<file path="config.mk">
export PLATFORM = sky130hd
export DESIGN_NAME = meta_arbiter
export DESIGN_NICKNAME = d
export VERILOG_FILES = /design/src/rtl/math_pkg.sv /design/src/rtl/meta_arbiter_pkg.sv /design/src/rtl/meta_arbiter_rr_select.sv /design/src/rtl/meta_arbiter.sv
export SDC_FILE = /design/constraint.sdc
export NUM_CORES = 1
export LEC_CHECK = 0
export ABC_AREA = 0
export BUFFER_PORTS_ARGS = -buffer_cell sky130_fd_sc_hd__buf_2
export CAP_MARGIN = 20
export CORE_MARGIN = 1.5
export CORE_UTILIZATION = 53
export CTS_CLUSTER_SIZE = 25
export DETAILED_ROUTE_END_ITERATION = 8
export GPL_TIMING_DRIVEN = 0
export HOLD_SLACK_MARGIN = 0.02
export PLACE_DENSITY_LB_ADDON = 0.12
export SYNTH_ARGS = -nofsm -noshare
export SYNTH_HDL_FRONTEND = slang
export SYNTH_HIERARCHICAL = 1
export SYNTH_SLANG_ARGS = --single-unit
</file>
<file path="constraint.sdc">
create_clock -name CLK -period 3.4 [get_ports CLK]
set_input_delay 0 -clock CLK [delete_from_list [all_inputs] [get_ports CLK]]
set_output_delay 0 -clock CLK [all_outputs]
set_load 0.02 [all_outputs]
</file>
<file path="src/rtl/math_pkg.sv">
// Small math helpers shared across the codebase.
package math_pkg;

   // Ceiling log2, never less than 1 so a 2-entry index still has a bit.
   function automatic int log2(input int n);
      int r;
      r = 1;
      while ((1 << r) < n) r++;
      return r;
   endfunction

endpackage

</file>
<file path="src/rtl/meta_arbiter_pkg.sv">
// Shared types and constants for the metadata arbiter.
package meta_arbiter_pkg;

   typedef enum logic {IDLE, LOCK} arb_state_t;

   localparam int BURST_W = 8;

endpackage

</file>
<file path="src/rtl/meta_arbiter_rr_select.sv">
// Combinational round-robin picker: first eligible request at or after 'start', wrapping.
module rr_select
   import math_pkg::*;
#(
   parameter int N = 4
) (
   input  logic [N-1:0]       req,
   input  logic [log2(N)-1:0] start,
   input  logic [N-1:0]       exclude,
   output logic [N-1:0]       grant,
   output logic               found
);

   logic [N-1:0] eligible;

   assign eligible = req & ~exclude;

   // Two passes: from start up to N-1, then the wrapped range below start.
   always_comb begin
      grant = '0;
      found = 1'b0;
      for (int j = 0; j < N; j++) begin
         if (!found && j >= int'(start) && eligible[j]) begin
            grant[j] = 1'b1;
            found    = 1'b1;
         end
      end
      for (int j = 0; j < N; j++) begin
         if (!found && j < int'(start) && eligible[j]) begin
            grant[j] = 1'b1;
            found    = 1'b1;
         end
      end
   end

endmodule

</file>
<file path="src/rtl/meta_arbiter.sv">
// Burst-limited round-robin arbiter merging per-channel metadata into one registered stream.
// Optional per-channel grant statistics are enabled by defining META_ARBITER_STATS_EN.
module meta_arbiter
   import math_pkg::*;
   import meta_arbiter_pkg::*;
#(
   parameter int CHANNELS   = 4,
   parameter int META_WIDTH = 2,
   parameter int MAX_BURST  = 4
) (
   input  logic                           CLK,
   input  logic                           RESET_N,
   input  logic [CHANNELS*META_WIDTH-1:0] RX_DATA,
   input  logic [CHANNELS-1:0]            RX_SRC_RDY,
   output logic [CHANNELS-1:0]            RX_DST_RDY,
   output logic [META_WIDTH-1:0]          TX_DATA,
   output logic [log2(CHANNELS)-1:0]      TX_CHAN,
   output logic                           TX_SRC_RDY,
   input  logic                           TX_DST_RDY
`ifdef META_ARBITER_STATS_EN
   ,
   input  logic                           STAT_CLR,
   output logic [CHANNELS*32-1:0]         STAT_GRANTS
`endif
);

   localparam int CW = log2(CHANNELS);

   arb_state_t            state;
   logic [CW-1:0]         lock_chan;
   logic [CW-1:0]         last_grant;
   logic [BURST_W-1:0]    burst;

   logic                  free;
   logic [CW-1:0]         rr_start;
   logic [CHANNELS-1:0]   lock_onehot;
   logic [CHANNELS-1:0]   lock_mask;
   logic [CHANNELS-1:0]   rr_grant;
   logic                  rr_found;
   logic                  lock_req;
   logic                  burst_room;
   logic                  use_lock;
   logic [CHANNELS-1:0]   grant;
   logic [CW-1:0]         grant_idx;
   logic [META_WIDTH-1:0] grant_data;
   logic                  accept;

   assign free        = !TX_SRC_RDY || TX_DST_RDY;
   assign rr_start    = (last_grant == CW'(CHANNELS - 1)) ? '0 : last_grant + 1'b1;
   assign lock_onehot = CHANNELS'(1) << lock_chan;
   assign lock_mask   = (state == LOCK) ? lock_onehot : '0;
   assign lock_req    = (state == LOCK) && RX_SRC_RDY[lock_chan];
   assign burst_room  = burst < BURST_W'(MAX_BURST);

   rr_select #(.N(CHANNELS)) u_rr (
      .req     (RX_SRC_RDY),
      .start   (rr_start),
      .exclude (lock_mask),
      .grant   (rr_grant),
      .found   (rr_found)
   );

   // An exhausted lock yields to any other requester; if nobody else wants the
   // bus, the locked channel keeps streaming under a fresh burst instead of idling.
   assign use_lock = lock_req && (burst_room || !rr_found);

   always_comb begin
      grant = '0;
      if (RESET_N && free) begin
         if (use_lock)
            grant = lock_onehot;
         else if (rr_found)
            grant = rr_grant;
      end
   end

   assign RX_DST_RDY = grant;
   assign accept     = |grant;

   always_comb begin
      grant_idx  = '0;
      grant_data = '0;
      for (int j = 0; j < CHANNELS; j++) begin
         if (grant[j]) begin
            grant_idx  = CW'(j);
            grant_data = RX_DATA[j*META_WIDTH +: META_WIDTH];
         end
      end
   end

   // Arbitration state and the output register only move when the register is free.
   always_ff @(posedge CLK or negedge RESET_N) begin
      if (!RESET_N) begin
         state      <= IDLE;
         lock_chan  <= '0;
         last_grant <= CW'(CHANNELS - 1);
         burst      <= '0;
         TX_SRC_RDY <= 1'b0;
         TX_DATA    <= '0;
         TX_CHAN    <= '0;
      end else if (free) begin
         TX_SRC_RDY <= accept;
         if (accept) begin
            TX_DATA    <= grant_data;
            TX_CHAN    <= grant_idx;
            state      <= LOCK;
            lock_chan  <= grant_idx;
            last_grant <= grant_idx;
            burst      <= (use_lock && burst_room) ? burst + 1'b1 : BURST_W'(1);
         end else begin
            state <= IDLE;
            burst <= '0;
         end
      end
   end

`ifdef META_ARBITER_STATS_EN
   for (genvar j = 0; j < CHANNELS; j++) begin : g_stat
      logic [31:0] count;

      always_ff @(posedge CLK or negedge RESET_N) begin
         if (!RESET_N)
            count <= '0;
         else if (STAT_CLR)
            count <= '0;
         else if (RX_SRC_RDY[j] && RX_DST_RDY[j] && count != '1)
            count <= count + 1'b1;
      end

      assign STAT_GRANTS[j*32 +: 32] = count;
   end
`endif

endmodule

</file>
Word level (Yosys, flattened, before mapping)

Index checks and enable logic that the tools add are counted.

Input bits: 15
Bits in registers: 16
Word-level logic and storage cells: 78
Output and inout bits: 9

$lt $le $gt $ge: 8
Equality and inequality tests: 1
Mux-type cells: 30
Bitwise operators: 2
Reduce and logical (&&, ||, !) cells: 28
Add/sub/neg operators: 2
Shift-type cells: 1

Operator list:

| kind                                                             | count |
|---|---|
| logical AND 1 bit                                                | 16 |
| 2-to-1 mux 1 bit                                                 | 16 |
| 2-to-1 mux 4 bit                                                 | 4 |
| 2-to-1 mux 8 bit                                                 | 2 |
| 2-to-1 mux 2 bit                                                 | 7 |
| adder 8 x 1 -> 8 bit, second input constant                      | 1 |
| logical NOT 1 bit                                                | 8 |
| < comparator 8 x 3 -> 1 bit, second input constant               | 1 |
| AND 4 bit                                                        | 1 |
| greater-or-equal comparator 1 x 2 -> 1 bit, first input constant | 2 |
| < comparator 1 x 2 -> 1 bit, first input constant                | 2 |
| inverter 4 bit                                                   | 1 |
| OR reduction 4 bit                                               | 1 |
| << shifter 1 x 2 -> 4 bit, first input constant                  | 1 |
| < comparator 2 x 3 -> 1 bit, second input constant               | 1 |
| adder 2 x 1 -> 2 bit, second input constant                      | 1 |
| binary-select mux 1 bit (select 2 bit)                           | 1 |
| == test 2 bit, second input constant                             | 1 |
| greater-or-equal comparator 2 bit, first input constant          | 1 |
| logical OR 1 bit                                                 | 2 |
| < comparator 2 bit, first input constant                         | 1 |
| AND reduction 2 bit                                              | 1 |

Depth between registers and ports, before layout

Word-level depth: 38
Gate-level depth with buffers: 12
Mapped depth without buffers: 10

Cells and area by module

Netlist, hierarchy kept.

Modules (own cells, without submodules):

| module       | instances | cells an instance | seq. area each (µm²) | area each (µm²) |
|---|---|---|---|---|
| meta_arbiter | 1         | 99                | 377.9                | 950.9 |
| rr_select    | 1         | 22                | 0.0                  | 176.4 |

Least setup slack after synthesis

Ideal clock, no wire load.

Path kind: register to register
Start point: register lock_chan[0]
End point: register burst[2]
Setup time: 0.121 ns
Setup slack: 0.708 ns
Buffers on the path: 2
Stages on the path, launching flop included: 11
Clock period less this slack: 2.692 ns
Required time: 3.279 ns
Data arrival time: 2.570 ns
Path through: dfrtp_1 > buf_4 > nor3b_1 > nand2b_4 > buf_6 > nand2b_1 > o32ai_1 > or2_2 > or2_2 > a211o_2 > a32o_2

Elaborated cells between the ends (all ways): 48
Classes of those cells: shift (1); mux (21); bitwise (2); reduce/logical (24)

RTL lines:

| element                         | RTL line                     | source |
|---|---|---|
| start: declaration              | meta_arbiter.sv:30           | `logic [CW-1:0] lock_chan;` |
| start signal: assignment        | meta_arbiter.sv:107          | `lock_chan <= grant_idx;` |
| << shifter 1 x 2 -> 4 bit (*)   | meta_arbiter.sv:50           | `assign lock_onehot = CHANNELS'(1) << lock_chan;` |
| 2-to-1 mux 4 bit (*)            | meta_arbiter.sv:51           | `assign lock_mask = (state == LOCK) ? lock_onehot : '0;` |
| net lock_mask[0]                | meta_arbiter.sv:37           | `logic [CHANNELS-1:0] lock_mask;` |
| inverter 4 bit (*)              | meta_arbiter_rr_select.sv:16 | `assign eligible = req & ~exclude;` |
| AND 4 bit (*)                   | meta_arbiter_rr_select.sv:16 |  |
| logical AND 1 bit               | meta_arbiter_rr_select.sv:23 | `if (!found && j >= int'(start) && eligible[j]) begin` |
| 2-to-1 mux 1 bit                | meta_arbiter_rr_select.sv:23 |  |
| logical NOT 1 bit               | meta_arbiter_rr_select.sv:23 |  |
| [... 11 more ...]               | -                            |  |
| logical AND 1 bit (2 in series) | meta_arbiter_rr_select.sv:29 | `if (!found && j < int'(start) && eligible[j]) begin` |
| 2-to-1 mux 1 bit (*)            | meta_arbiter_rr_select.sv:29 |  |
| net rr_grant[0]                 | meta_arbiter.sv:38           | `logic [CHANNELS-1:0] rr_grant;` |
| 2-to-1 mux 4 bit (*)            | meta_arbiter.sv:72           | `else if (rr_found)` |
| 2-to-1 mux 4 bit (*)            | meta_arbiter.sv:70           | `if (use_lock)` |
| 2-to-1 mux 4 bit (*)            | meta_arbiter.sv:69           | `if (RESET_N && free) begin` |
| OR reduction 4 bit (*)          | meta_arbiter.sv:78           | `assign accept = \|grant;` |
| 2-to-1 mux 8 bit (*)            | meta_arbiter.sv:103          | `if (accept) begin` |
| end signal: assignment          | meta_arbiter.sv:109          | `burst <= (use_lock && burst_room) ? burst + 1'b1 : BURST_W'(1);` |
| end: declaration                | meta_arbiter.sv:32           | `logic [BURST_W-1:0] burst;` |

Mark *: on every way through the listed nets, which the timed path passes. The rest lies on a longest branch. The select of a mux whose other input is x is not followed.
A chain may end at the register's enable or synchronous reset.

Worst setup path after layout

Start point: register lock_chan[0]
End point: register TX_DATA[1]

Elaborated cells between the ends (all ways): 50
Classes of those cells: shift (1); mux (23); bitwise (2); reduce/logical (24)

RTL lines:

| element                         | RTL line                     | source |
|---|---|---|
| << shifter 1 x 2 -> 4 bit (*)   | meta_arbiter.sv:50           |  |
| 2-to-1 mux 4 bit (*)            | meta_arbiter.sv:51           |  |
| net lock_mask[0]                | meta_arbiter.sv:37           |  |
| inverter 4 bit (*)              | meta_arbiter_rr_select.sv:16 |  |
| AND 4 bit (*)                   | meta_arbiter_rr_select.sv:16 |  |
| logical AND 1 bit               | meta_arbiter_rr_select.sv:23 |  |
| 2-to-1 mux 1 bit                | meta_arbiter_rr_select.sv:23 |  |
| logical NOT 1 bit               | meta_arbiter_rr_select.sv:23 |  |
| [... 10 more ...]               | -                            |  |
| logical NOT 1 bit               | meta_arbiter_rr_select.sv:29 |  |
| logical AND 1 bit (2 in series) | meta_arbiter_rr_select.sv:29 |  |
| 2-to-1 mux 1 bit (*)            | meta_arbiter_rr_select.sv:29 |  |
| net rr_grant[0]                 | meta_arbiter.sv:38           |  |
| 2-to-1 mux 4 bit (*)            | meta_arbiter.sv:72           |  |
| 2-to-1 mux 4 bit (*)            | meta_arbiter.sv:70           |  |
| 2-to-1 mux 4 bit (*)            | meta_arbiter.sv:69           |  |
| 2-to-1 mux 2 bit (4 in series)  | meta_arbiter.sv:84           | `if (grant[j]) begin` |
| end signal: assignment          | meta_arbiter.sv:104          | `TX_DATA <= grant_data;` |
| end: declaration                | meta_arbiter.sv:16           | `output logic [META_WIDTH-1:0] TX_DATA,` |

Marks and branches as above.

==> results.toml <==
[timing]
slew_viol_final = 0
whs_ns = 0.0505
finalSetupViolCount = 0
fmax_mhz = 352
worst_pin_slew_ns = 0.454
setup-tns-final_ns = 0
period_minus_slack_ns = 2.84
hold_viol_final = 0
rsz0062_at_grt = "no"
slew_headroom_pct = 69.5
clock_skew_ns = 0.00696
period_share_pct = 83.6

[critical_path]
cp.arrival_ns = 3.05
crit_slowest_cell = "dfrtp_1"
cp-end-kind = "register"
crit_chain = "buf_4, nor3b_1, nand2b_4, buf_6, nand2b_1, o32ai_1, or2_2, or2_2, a211o_2, and2_1, a31oi_1"
critPathMaxStageDelay_ns = 0.39
path_delay_family = "simple AND/OR/NAND/NOR gates"
crit_buf_inv = 2
crit_top_cell = "or2_2"
start_kind = "register"
cp.required_ns = 3.61
cp_max_fo = 10
critPathKind = "register to register"

[finish]
ff_latch_area_um2 = 378
diodes = 0
layout_commonest_cell = "buf_2"
drive_above_1_share_pct = 34.4
multiInputGateArea_um2 = 697
nFillCells = 159
area_growth_pct = 18.2
nNetsFinal = 169
mostFrequentLayoutCells = "23 x buf_2, 13 x dfrtp_1, 10 x nand2_1"

[status]
status = "finished clean"

[cts]
clk_pin_slew_ns = 0.09
cts_made_buffers = 3
cts-root-buf = "clkbuf_4"
htree_levels = 1
clock_path_buffers = 2
numClockSinks = 15
clk_latency_ns = 0.28
postCtsSetupBuffers = 0
cts_tree = "built"

[logic_synthesis]
ys.flop_type = "dfrtp_1"
synth.distinct_cells = 56
async_flop_share_pct = 100
yosys_register_bits = 15
synth_area_um2 = 1130
synthTopCellsByArea = "dfrtp_1 29%, dfstp_2 4.7%, a21oi_1 3.6%, and2_1 3.3%, nand2_1 3.3%"
ys.warnings.count = 6
ys_seq_area_share_pct = 33.5
netlist_instances = 121
netlist.area_leader.share_pct = 28.9
syn_avg_cell_area_um2 = 9.32
yosys.area.top_type = "dfrtp_1"
synth-edff-count = 0
synth_nets = 138

[place]
io_buffers = 23
dp_hpwl_mm = 1.97
place_congestion = 0.804

[grt]
grt_pass1_vias = 1033
grt_remaining_overflow = 0
grt_util_all_layers_pct = 23.0
grt_pass1_wl_mm = 4.37
grt_max_degree = 23
antenna_found_initial = 0

[hold_path]
hp-class = "primary input to register"

[route]
wl_per_cell_um = 14.6
via_count = 1044
via_per_inst = 5.87
route.top_layer_used = "met4"
drtIter0Drc = 20
first_pass_iters = 4
wl_met1_mm = 1.18
detail-route-antenna-nets = 0
drt_wl_total_mm = 2.60
met2_length_mm = 1.30
met3_length_um = 93
drcViolationCount = 0

[floorplan]
die_area_um2 = 2410
rows = 16
core_um2 = 1980
start_util_pct = 56.9
die_h_um = 49.1
io_pins = 24
die_x_um = 49.1

[pwr]
power.leakage_nw = 0.652
p_seq_share_pct = 25.7
p_sw_share_pct = 47.2
internal_power_uw = 585
power_mw = 1.11
p_switching_uw = 524
ir_drop_mv = 0.471
p_per_area_nw_per_um2 = 832
clockPowerShare_pct = 9.0
pwr-share-comb_pct = 65.3

[flow_run]
drv_cap = 0
-- synthesized netlist by cell type (2+ instances only) --
| master | instances |
|---|---|
| nor3_1 | 2 |
| ha_1 | 2 |
| o21ai_0 | 2 |
| inv_1 | 4 |
| a21o_1 | 2 |
| dfrtp_1 | 13 |
| nand2b_2 | 2 |
| or2_2 | 4 |
| buf_6 | 2 |
| nand4_1 | 3 |
| dfstp_2 | 2 |
| a21oi_1 | 8 |
| a211oi_1 | 2 |
| nor2_1 | 4 |
| inv_2 | 2 |
| o22ai_1 | 2 |
| o21ai_1 | 3 |
| a31oi_1 | 2 |
| a22oi_1 | 3 |
| and2_1 | 6 |
| and3_1 | 2 |
| nand2b_1 | 6 |
| nand2_1 | 10 |
-- power groups by stage --
stage                     Clock, mW  Sequential, mW  Combinational [mW]
after floorplan                   0           0.317               0.517
after detailed placement          0           0.287               0.712
after global placement            0           0.286               0.688
after global routing          0.111           0.295               0.792
final                        0.0996           0.285               0.724
after CTS                     0.104           0.284               0.718
-- layer usage --
| layer | global-route usage, % | up-vias |
|---|---|---|
| met4 | 6.19 | 0 |
| met1 | 28.6 | 492 |
| met3 | 3.07 | 4 |
| met5 | 0 | - |
| met2 | 41.4 | 24 |
| li1 | - | 524 |
-- stage by stage --
stage / util, % / instance area [um2] / instances / setup slack, ns
detailed placement: 64.4 / 1280 / 171 / 0.624
CTS: 67.2 / 1330 / 178 / 0.585
global route: 67.2 / 1330 / 178 / 0.322
finish: 67.2 / 1330 / 178 / 0.557
floorplan: - / 1130 / 121 / 0.708
global placement: 64.4 / 1280 / 171 / 0.651
-- path summary, 6_finish.rpt --
| kind | from | to | slack, ns | cells past startpoint |
|---|---|---|---|---|
| max in group asynchronous | RESET_N | last_grant[0] | 2.88 | 2 |
| min in group asynchronous | RESET_N | burst[1] | 0.19 | 2 |
| worst min-delay path | RX_DATA[7] | TX_DATA[1] | 0.05 | 3 |
| worst min register to register | last_grant[1] | last_grant[1] | 0.47 | 2 |
| worst max register to register | lock_chan[0] | TX_DATA[1] | 0.56 | 11 |
| worst max-delay path | lock_chan[0] | TX_DATA[1] | 0.56 | 11 |
-- registers in the layout, summed over array words and instances, names as in the netlist --
name        count
burst           8
last_grant      2
lock_chan       2
TX_DATA         2
TX_SRC_RDY      1
-- logic make-up after synthesis --
logic type               after synthesis  synth area share (%)
adder cells (fa/ha/maj)                2                  2.22
AO/OA/AOI/OAI                         41                  28.1
AND/OR/NAND/NOR                       52                  29.4
flip-flops                            15                  33.5
multiplexers                           2                  2.11
buffers and inverters                  9                  4.66
-- what timing repair did --
action | in CTS | in global routing
resized for setup | 0 | 0
endpoints found under the hold margin | 17 | 0
endpoints found under the setup margin | 0 | 0
hold buffers | 3 | 0
-- layout make-up --
| type | instances | share of cell area, % |
|---|---|---|
| multi-input combinational | 97 | 52.3 |
| sequential | 15 | 28.4 |
| timing repair buffer | 26 | 10.9 |
| tap | 27 | 2.54 |
| buffer | 3 | 2.25 |
| clock buffer | 4 | 1.97 |
| inverter | 6 | 1.69 |
-- tightest hold or removal path, stage by stage --
cell,delay [ns]
buf_2,0.08
o22ai_1,0.07
a31oi_1,0.14
(Power assumes the default switching activity.)
